$ cat src/rtl/spi_master_multi.sv
// spi_master_multi: SPI master with framed multi-word transfers, selectable
// slave select and CPOL/CPHA modes.
//
// Ports:
//   clk, rst_n             system clock, asynchronous active-low reset
//   spi_tx_data/last/dest  word, end-of-frame flag, slave index (first word only)
//   spi_tx_valid/ready     input stream handshake
//   spi_rx_data/valid      received word, one-cycle qualifier
//   SCK_*, SS_*, IO0_*     SPI clock, slave selects, MOSI as tristate pairs
//   IO1_*                  MISO (IO1_I sampled, IO1_O/IO1_T parked as input)
//
// Build option: define SPI_MASTER_LSB_FIRST_EN to shift words LSB first
// (default is MSB first). Ports are identical in both builds.
module spi_master_multi #(
  parameter int unsigned DATA_WIDTH = 8,
  parameter int unsigned CLK_RATIO  = 16,
  parameter int unsigned NUM_SS     = 1,
  parameter bit          CPOL       = 1'b0,
  parameter bit          CPHA       = 1'b0
) (
  input  logic                                         clk,
  input  logic                                         rst_n,
  input  logic [DATA_WIDTH-1:0]                        spi_tx_data,
  input  logic                                         spi_tx_last,
  input  logic [((NUM_SS > 1) ? $clog2(NUM_SS) : 1)-1:0] spi_tx_dest,
  input  logic                                         spi_tx_valid,
  output logic                                         spi_tx_ready,
  output logic [DATA_WIDTH-1:0]                        spi_rx_data,
  output logic                                         spi_rx_valid,
  input  logic                                         SCK_I,
  output logic                                         SCK_O,
  output logic                                         SCK_T,
  input  logic [NUM_SS-1:0]                            SS_I,
  output logic [NUM_SS-1:0]                            SS_O,
  output logic                                         SS_T,
  input  logic                                         IO0_I,
  output logic                                         IO0_O,
  output logic                                         IO0_T,
  input  logic                                         IO1_I,
  output logic                                         IO1_O,
  output logic                                         IO1_T
);

`ifdef SPI_MASTER_LSB_FIRST_EN
  localparam bit LSB_FIRST = 1'b1;
`else
  localparam bit LSB_FIRST = 1'b0;
`endif

  localparam int unsigned DEST_W      = (NUM_SS > 1) ? $clog2(NUM_SS) : 1;
  localparam int unsigned HALF        = CLK_RATIO / 2;
  localparam int unsigned CNT_W       = (HALF > 1) ? $clog2(HALF) : 1;
  localparam int unsigned EDGE_W      = $clog2(2 * DATA_WIDTH);
  localparam int unsigned LAST_EDGE   = 2 * DATA_WIDTH - 1;
  // CPHA=0 samples on leading (even) edges, CPHA=1 on trailing (odd) edges
  localparam int unsigned LAST_SAMPLE = CPHA ? (2 * DATA_WIDTH - 1) : (2 * DATA_WIDTH - 2);

  localparam logic [2:0] S_IDLE  = 3'd0;
  localparam logic [2:0] S_SETUP = 3'd1;
  localparam logic [2:0] S_SHIFT = 3'd2;
  localparam logic [2:0] S_HOLD  = 3'd3;
  localparam logic [2:0] S_TRAIL = 3'd4;
  localparam logic [2:0] S_GAP   = 3'd5;

  function automatic logic out_bit(input logic [DATA_WIDTH-1:0] v);
    return LSB_FIRST ? v[0] : v[DATA_WIDTH-1];
  endfunction

  function automatic logic [DATA_WIDTH-1:0] shift_tx(input logic [DATA_WIDTH-1:0] v);
    return LSB_FIRST ? (v >> 1) : (v << 1);
  endfunction

  function automatic logic [DATA_WIDTH-1:0] shift_rx(input logic [DATA_WIDTH-1:0] v, input logic b);
    return LSB_FIRST ? {b, v[DATA_WIDTH-1:1]} : {v[DATA_WIDTH-2:0], b};
  endfunction

  logic [2:0]            state_q, state_d;
  logic [CNT_W-1:0]      cnt_q, cnt_d;
  logic [EDGE_W-1:0]     edge_q, edge_d;
  logic [DATA_WIDTH-1:0] tx_sh_q, tx_sh_d;
  logic [DATA_WIDTH-1:0] rx_sh_q, rx_sh_d;
  logic [DATA_WIDTH-1:0] rx_data_q, rx_data_d;
  logic                  rx_valid_q, rx_valid_d;
  logic                  ready_q, ready_d;
  logic                  sck_q, sck_d;
  logic                  io0_q, io0_d;
  logic [NUM_SS-1:0]     ss_q, ss_d;
  logic                  last_q, last_d;
  logic                  rst_done_q;
  logic [NUM_SS-1:0]     ss_dec;
  logic [DATA_WIDTH-1:0] rx_next;
  logic                  half_done;
  logic                  handshake;

  assign half_done = (cnt_q == CNT_W'(HALF - 1));
  assign handshake = spi_tx_valid && ready_q;
  assign rx_next   = shift_rx(rx_sh_q, IO1_I);

  // Slave-select decode; an out-of-range index leaves every select high
  always_comb begin
    ss_dec = '1;
    for (int unsigned i = 0; i < NUM_SS; i++) begin
      ss_dec[i] = (spi_tx_dest != DEST_W'(i));
    end
  end

  // Next-state and next-output logic
  always_comb begin
    state_d    = state_q;
    cnt_d      = cnt_q;
    edge_d     = edge_q;
    tx_sh_d    = tx_sh_q;
    rx_sh_d    = rx_sh_q;
    rx_data_d  = rx_data_q;
    rx_valid_d = 1'b0;
    sck_d      = sck_q;
    io0_d      = io0_q;
    ss_d       = ss_q;
    last_d     = last_q;

    case (state_q)
      S_IDLE, S_HOLD: begin
        cnt_d = '0;
        if (handshake) begin
          tx_sh_d = spi_tx_data;
          last_d  = spi_tx_last;
          // First bit must be on MOSI before the first leading edge when CPHA=0
          if (!CPHA) io0_d = out_bit(spi_tx_data);
          // Slave select only follows dest at the start of a frame
          if (state_q == S_IDLE) ss_d = ss_dec;
          state_d = S_SETUP;
        end
      end
      S_SETUP: begin
        cnt_d = cnt_q + CNT_W'(1);
        if (half_done) begin
          cnt_d   = '0;
          edge_d  = '0;
          state_d = S_SHIFT;
        end
      end
      S_SHIFT: begin
        cnt_d = cnt_q + CNT_W'(1);
        if (half_done) begin
          cnt_d  = '0;
          sck_d  = ~sck_q;
          edge_d = edge_q + EDGE_W'(1);
          if (edge_q[0] == CPHA) begin
            rx_sh_d = rx_next;
            if (edge_q == EDGE_W'(LAST_SAMPLE)) begin
              rx_data_d  = rx_next;
              rx_valid_d = 1'b1;
            end
          end else if (CPHA) begin
            io0_d   = out_bit(tx_sh_q);
            tx_sh_d = shift_tx(tx_sh_q);
          end else if (edge_q != EDGE_W'(LAST_EDGE)) begin
            tx_sh_d = shift_tx(tx_sh_q);
            io0_d   = out_bit(shift_tx(tx_sh_q));
          end
          if (edge_q == EDGE_W'(LAST_EDGE)) begin
            state_d = last_q ? S_TRAIL : S_HOLD;
          end
        end
      end
      S_TRAIL: begin
        cnt_d = cnt_q + CNT_W'(1);
        if (half_done) begin
          cnt_d   = '0;
          ss_d    = '1;
          state_d = S_GAP;
        end
      end
      S_GAP: begin
        cnt_d = cnt_q + CNT_W'(1);
        if (half_done) begin
          cnt_d   = '0;
          state_d = S_IDLE;
        end
      end
      default: begin
        state_d = S_IDLE;
        ss_d    = '1;
        sck_d   = CPOL;
        cnt_d   = '0;
      end
    endcase

    // Ready is held off for one cycle after reset release
    ready_d = rst_done_q && ((state_d == S_IDLE) || (state_d == S_HOLD));
  end

  // State and output registers
  always_ff @(posedge clk or negedge rst_n) begin
    if (!rst_n) begin
      state_q    <= S_IDLE;
      cnt_q      <= '0;
      edge_q     <= '0;
      tx_sh_q    <= '0;
      rx_sh_q    <= '0;
      rx_data_q  <= '0;
      rx_valid_q <= 1'b0;
      ready_q    <= 1'b0;
      sck_q      <= CPOL;
      io0_q      <= 1'b0;
      ss_q       <= '1;
      last_q     <= 1'b0;
      rst_done_q <= 1'b0;
    end else begin
      state_q    <= state_d;
      cnt_q      <= cnt_d;
      edge_q     <= edge_d;
      tx_sh_q    <= tx_sh_d;
      rx_sh_q    <= rx_sh_d;
      rx_data_q  <= rx_data_d;
      rx_valid_q <= rx_valid_d;
      ready_q    <= ready_d;
      sck_q      <= sck_d;
      io0_q      <= io0_d;
      ss_q       <= ss_d;
      last_q     <= last_d;
      rst_done_q <= 1'b1;
    end
  end

  logic unused_inputs;
  assign unused_inputs = ^{SCK_I, SS_I, IO0_I};

  assign spi_tx_ready = ready_q;
  assign spi_rx_data  = rx_data_q;
  assign spi_rx_valid = rx_valid_q;
  assign SCK_O        = sck_q;
  assign SCK_T        = 1'b0;
  assign SS_O         = ss_q;
  assign SS_T         = 1'b0;
  assign IO0_O        = io0_q;
  assign IO0_T        = 1'b0;
  assign IO1_O        = 1'b0;
  assign IO1_T        = 1'b1;

endmodule
$ cat config.mk
export PLATFORM = sky130hd
export DESIGN_NAME = spi_master_multi
export DESIGN_NICKNAME = d
export VERILOG_FILES = /design/src/rtl/spi_master_multi.sv
export SDC_FILE = /design/constraint.sdc
export NUM_CORES = 1
export LEC_CHECK = 0
export ABC_AREA = 1
export CORE_AREA = 2 2 66 68
export DETAILED_ROUTE_END_ITERATION = 10
export DIE_AREA = 0 0 68 70
export DONT_BUFFER_PORTS = 1
export PLACE_DENSITY_LB_ADDON = 0.25
export SETUP_SLACK_MARGIN = 0.05
export SLEW_MARGIN = 20
export SYNTH_ARGS = -nofsm -noshare
export SYNTH_HDL_FRONTEND = slang
export SYNTH_SLANG_ARGS = --single-unit
$ cat constraint.sdc
create_clock -name clk -period 2.08 [get_ports clk]
set_input_delay 0.52 -clock clk [delete_from_list [all_inputs] [get_ports clk]]
set_output_delay 0.52 -clock clk [all_outputs]
set_load 0.02 [all_outputs]
==> flow_summary_export.csv, run 1 <==
group,metric,value,unit
worst_hold_path,min_path_type,"primary input to asynchronous set/reset pin",
global_routing,grt_max_degree,39,
yosys,netlist_area,1970,um2
clocking,cts_num_sinks,39,
sta,period_needed,1.74,ns
clocking,cts_tree,"done",
detailed_routing,first_pass_iters,4,
worst_setup_path,path_cells,"ha_1 -> ha_1 -> inv_1 -> o21ai_2 -> nand4_4 -> nand2_1 -> o21ai_2",
yosys,yosysTopAreaCell,"dfrtp_1",
worst_setup_path,required,2.26,ns
sta,fin_tns_setup,0,ns
clocking,cts_htree_levels,2,
yosys,synth_warnings,0,
die,num_rows,24,
die,die_width,68,um
sta,worst_slack,0.337,ns
yosys,synth-xor-area-share,0,%
yosys,synth_seq_cells,39,
detailed_routing,vias,1313,
cells_and_area,utilization,51.1,%
yosys,synthesis.instances,209,
flow_run,maxCapViolCount,0,
worst_setup_path,cpPeakStageDelay,0.36,ns
clocking,clk_latency,0.30,ns
worst_setup_path,critPathCaptureType,"flop",
sta,finalClockSkew,0.0107,ns
die,initial_core_util,47.5,%
power_and_ir_drop,vdd_ir_drop_max,0.751,mV
worst_setup_path,path_class,"flop to flop",
clocking,cts_buffers,5,
cells_and_area,diodes,0,
sta,fmax,574,MHz
yosys,synth.avg_cell_area,9.41,um2
global_routing,grt_pass1_wl,6010,um
detailed_routing,postRouteAntennaNets,0,
die,io_pins,35,
worst_setup_path,cp_max_fo,16,
global_routing,first_global_vias,1332,
die,die_area,4760,um2
sta,drv_slew,0,
global_routing,overflow,0,
sta,fin_crit_sh,83.8,%
placement,port_buffers,0,
die,die_y,70,um
global_routing,grt_use_total,17.0,%
yosys,synthAdderAreaFrac,3.18,%
worst_setup_path,slowest_stage,"dfrtp_1",
worst_setup_path,arrival,1.93,ns
sta,setup-violations-final,0,
power_and_ir_drop,power_density,1200,nW/um2
yosys,synth_top_cell_area_share,48.3,%
yosys,synth_cell_types,31,
clocking,path_clk_slew,0.09,ns
clocking,clock-root-buffer,"clkbuf_8",
yosys,ys_seq_area_share,49.7,%
detailed_routing,drc,0,
sta,rsz0062_at_grt,"no",
cells_and_area,fin_nets,234,
yosys,synth_top_family_by_area,"simple AND/OR/NAND/NOR gates",
cells_and_area,drive_above_1_share,21.6,%
detailed_routing,drtIter0Drc,69,
placement,pre_cts_ws,0.336,ns
worst_setup_path,critPathLaunchType,"flop",
yosys,yosys.area_share.simple,22.3,%
power_and_ir_drop,leakagePower,0.967,nW
yosys,synth_compound_area_share,16.0,%
die,coreArea,4140,um2
sta,finalHoldViolations,0,
placement,hpwl,2270,um
clocking,clockBufferDepth,2,
cells_and_area,area_delta_synth_final,7.70,%
detailed_routing,viasPerCell,4.95,
yosys,muxShareOfSynthArea,0.763,%
placement,gp_congestion,0.752,
detailed_routing,totalWireLength,3290,um
detailed_routing,drt-wirelength-per-cell,12.4,um
run_status,status,"completed",
worst_setup_path,crit_buf_inv,1,
global_routing,antenna_found_initial,0,
yosys,yosys-top-cells-area,"dfrtp_1 (48%), o21ai_2 (7.1%), nand2_1 (7.1%), o21ai_0 (3.8%), nor2_1 (3.4%)",
worst_setup_path,path_delay_family,"adder cells",
[worst paths after layout]
kind | slack [ns] | end | cells past startpoint | start
worst max-delay path | 0.34 | tx_sh_q[6] | 7 | cnt_q[0]
worst min-delay path | 0.05 | last_q | 1 | rst_n
worst max register to register | 0.34 | tx_sh_q[6] | 7 | cnt_q[0]
worst min register to register | 0.45 | cnt_q[0] | 1 | cnt_q[0]
max in group asynchronous | 1.84 | spi_rx_data[2] | 1 | rst_n
min in group clk | 0.33 | last_q | 2 | spi_tx_last
[logic make-up after synthesis]
kind of cell               after synthesis
muxes                                    1
buffers and inverters                   30
DFF                                     39
adders and majority gates                5
other                                    2
AOI/OAI and AO/OA                       47
and+or+nand+nor                         85
[per-stage QoR]
stage	power (W)	cell area [um2]	std cells	hold slack (ns)
finish	0.00253	2120	265	0.0459
global route	0.00272	2120	265	0.0390
CTS	0.00256	2120	265	0.0501
detailed placement	0.00185	1980	256	0.225
global placement	0.00184	1980	256	0.225
floorplan	0.00176	1980	213	0.224
[per-layer routing]
metal,GRT usage [%],up-vias,part of all wire (%)
met5,0,-,0
met4,7.56,0,2.0
met3,5.64,6,4.3
met2,23.6,25,44
met1,23.9,610,50
li1,-,672,-
[state kept, by name, indices dropped and copies added (netlist names), 3 cells and up]
signal and flops:
tx_sh_q 7, cnt_q 3, spi_rx_data 8, rx_sh_q 7, edge_q 4, state_q 3
[cells in the final DEF, fill, tap and decap left out, types with 2 or more instances in the layout]
| master | n |
|---|---|
| a21oi_1 | 2 |
| clkbuf_8 | 6 |
| conb_1 | 6 |
| dfrtp_1 | 38 |
| ha_1 | 5 |
| inv_1 | 15 |
| inv_2 | 5 |
| nand2_1 | 37 |
| nand2_2 | 5 |
| nand3_1 | 9 |
| nand4_4 | 2 |
| nor2_1 | 18 |
| nor2_4 | 3 |
| o211ai_1 | 2 |
| o21ai_0 | 15 |
| o21ai_1 | 8 |
| o21ai_2 | 16 |
| or2_0 | 3 |
| or2_1 | 4 |
[report_power, final]
| part | internal [W] | total, W | switching [W] | leakage, nW |
|---|---|---|---|---|
| combinational | 0.000271 | 0.000755 | 0.000485 | 0.399 |
| sequential | 0.000933 | 0.00109 | 0.000157 | 0.506 |
| clock | 0.000395 | 0.000688 | 0.000293 | 0.0618 |
| total | 0.00160 | 0.00253 | 0.000935 | 0.967 |
[area by class of cell]
class                           count  area, um2
Fill cell                         408       2030
Sequential cell                    39        977
Multi-Input combinational cell    144        852
Clock buffer                        6       82.6
Inverter                           20       75.1
Tap cell                           52       65.1
Clock inverter                      2       38.8
Timing Repair Buffer                2       27.5
[cell usage after synthesis (all sizes together)]
cell type / n
mux2: 1
conb: 2
buf: 10
o21a: 1
dfrtp: 38
o211ai: 2
nor3: 1
nand2: 43
o22ai: 1
a211oi: 1
dfstp: 1
or2: 7
o21bai: 1
nand4: 4
a21oi: 2
nor2: 21
o21ai: 39
inv: 20
nand3: 9
ha: 5
[timing repair]
action                                 in CTS  in global routing
endpoints found under the hold margin      38                  0
resized for setup                           0                  0
hold buffers                                1                  0
buffers inserted                            0                  0
Note: power is estimated with default switching activity, not from simulation.
==> run 2: changes to the inputs <==
==> constraint.sdc (replaced) <==
create_clock -name clk -period 1.4 [get_ports clk]
set_input_delay 0.35 -clock clk [delete_from_list [all_inputs] [get_ports clk]]
set_output_delay 0.35 -clock clk [all_outputs]
set_load 0.02 [all_outputs]
==> run 2 against run 1 <==
Against the previous run:
- cell count up 12%
- worst hold slack better by 0.12 ns
- first-iteration DRC count down 41%
- critical endpoint is now spi_rx_data[5]
- the flow now finishes with violations (negative setup slack)
==> flow_summary_export.csv, run 2 (synthesized netlist as in run 1, its figures left out) <==
group,metric,value,unit
run_status,status,"complete, but fails checks",
run_status,failed_checks,"negative setup slack",
worst_setup_path,cp_max_fo,8,
global_routing,grt_use_total,19.1,%
sta,period_needed,1.49,ns
detailed_routing,drtIter0Drc,41,
placement,port_buffers,0,
detailed_routing,drc,0,
worst_setup_path,critPathLaunchType,"flop",
detailed_routing,drt-wirelength-per-cell,13.8,um
sta,rsz0062_at_grt,"yes",
die,io_pins,35,
worst_setup_path,required,1.58,ns
sta,fin_crit_sh,106,%
detailed_routing,vias,1493,
sta,finalHoldViolations,0,
cells_and_area,area_delta_synth_final,32.4,%
global_routing,overflow,0,
worst_setup_path,path_class,"flop to flop",
clocking,cts_htree_levels,2,
worst_setup_path,rr_worst_depth,8,
worst_hold_path,min_path_type,"primary input to flop",
detailed_routing,postRouteAntennaNets,0,
sta,setup-violations-final,25,
clocking,path_clk_slew,0.09,ns
sta,fmax,672,MHz
global_routing,grt_pass1_wl,6870,um
clocking,clockBufferDepth,2,
global_routing,antenna_found_initial,0,
sta,finalClockSkew,0.00754,ns
placement,gp_congestion,0.819,
cells_and_area,layout_commonest_cell,"dfrtp_1",
placement,hpwl,2450,um
die,initial_core_util,47.5,%
cells_and_area,utilization,62.8,%
flow_run,maxCapViolCount,0,
worst_setup_path,timing.reg2reg.setup_slack,-0.09,ns
clocking,clk_latency,0.30,ns
cells_and_area,fin_nets,266,
clocking,clock-root-buffer,"clkbuf_8",
worst_setup_path,crit_start,"cnt_q[0]",
die,num_rows,24,
detailed_routing,first_pass_iters,4,
cells_and_area,drive_above_1_share,46.1,%
clocking,cts_num_sinks,39,
detailed_routing,viasPerCell,5.03,
power_and_ir_drop,vdd_ir_drop_max,1.27,mV
placement,pre_cts_ws,-0.120,ns
power_and_ir_drop,leakagePower,1.16,nW
worst_setup_path,setup.worst_path.end,"spi_rx_data[5]",
worst_setup_path,arrival,1.67,ns
clocking,cts_buffers,5,
sta,holdWs,0.161,ns
die,coreArea,4140,um2
placement,dp.cells,278,
cells_and_area,diodes,0,
cells_and_area,mostFrequentLayoutCells,"dfrtp_1 (38), nand2_1 (21), buf_4 (21)",
die,die_area,4760,um2
worst_setup_path,r2r_end,"spi_rx_data[5]",
sta,worst_slack,-0.0889,ns
global_routing,grt_max_degree,40,
cells_and_area,largest_reg_flops,8,
sta,drv_slew,0,
cells_and_area,finalNonFillerCells,297,
die,die_y,70,um
worst_setup_path,r2r_start,"cnt_q[0]",
worst_setup_path,critPathCaptureType,"flop",
clocking,cts_tree,"done",
die,die_width,68,um
global_routing,first_global_vias,1487,
power_and_ir_drop,power_density,1570,nW/um2
detailed_routing,totalWireLength,4100,um
run 2: changes by cell type in the layout (fill, tap and decap cells not counted), sizes merged:
cell,before,now
clkinvlp,0,2
dlygate4sd3,0,1
nand2,43,44
bufinv,1,0
buf,2,31
run 2: worst max-delay path, cell delays in order (launching register included):
cell and delay, ns:
dfrtp_1 0.40, ha_4 0.17, ha_4 0.18, nand4_4 0.13
nor2_4 0.16, buf_12 0.14, nand2_8 0.08, nand2_4 0.07
o21ai_2 0.05
run 2: layer usage:
| metal | up-vias | track usage [%] | routed length [um] |
|---|---|---|---|
| met2 | 31 | 27.3 | 2050 |
| met1 | 712 | 28.2 | 1800 |
| met4 | 0 | 5.33 | 57 |
| li1 | 744 | - | - |
| met5 | - | 0 | 0 |
| met3 | 6 | 5.64 | 192 |
run 2: worst min path at each step:
| stage | slack [ns] | start | to | depth (start not counted) |
|---|---|---|---|---|
| 2_1_floorplan | 0.05 | rst_n | IO0_O | 0 |
| 3_3_place_gp | 0.06 | rst_n | spi_rx_data[6] | 0 |
| 3_5_place_dp | 0.05 | rst_n | rx_sh_q[5] | 0 |
| 4_1_cts | 0.17 | spi_tx_last | last_q | 2 |
| 5_1_grt | 0.15 | IO1_I | rx_sh_q[0] | 2 |
| 6_report | 0.16 | IO1_I | rx_sh_q[0] | 2 |
run 2: final cells by class:
cell class	count	area [um2]
Multi-Input combinational cell	145	1030
Clock inverter	3	23.8
Inverter	20	80.1
Tap cell	52	65.1
Sequential cell	39	977
Clock buffer	5	68.8
Fill cell	330	1540
Timing Repair Buffer	33	358
run 2: repair_timing:
item	CTS	global route
gates cloned	2	1
setup buffers	3	3
endpoints found under the setup margin	28	34
pin swaps	4	4
gates resized for setup	23	37
hold buffers	2	0
hold endpoints to repair	39	0
run 2: stage by stage:
step	area, um2	power [W]	setup TNS [ns]
floorplan	2010	0.00266	-0.212
global placement	2200	0.00300	-1.37
detailed placement	2200	0.00302	-1.60
CTS	2440	0.00388	-1.30
global route	2600	0.00440	-3.97
finish	2600	0.00409	-1.63
run 2: where the power goes:
part           switching [W]  internal [W]
sequential          0.000229       0.00139
combinational       0.000890      0.000795
clock               0.000433      0.000356
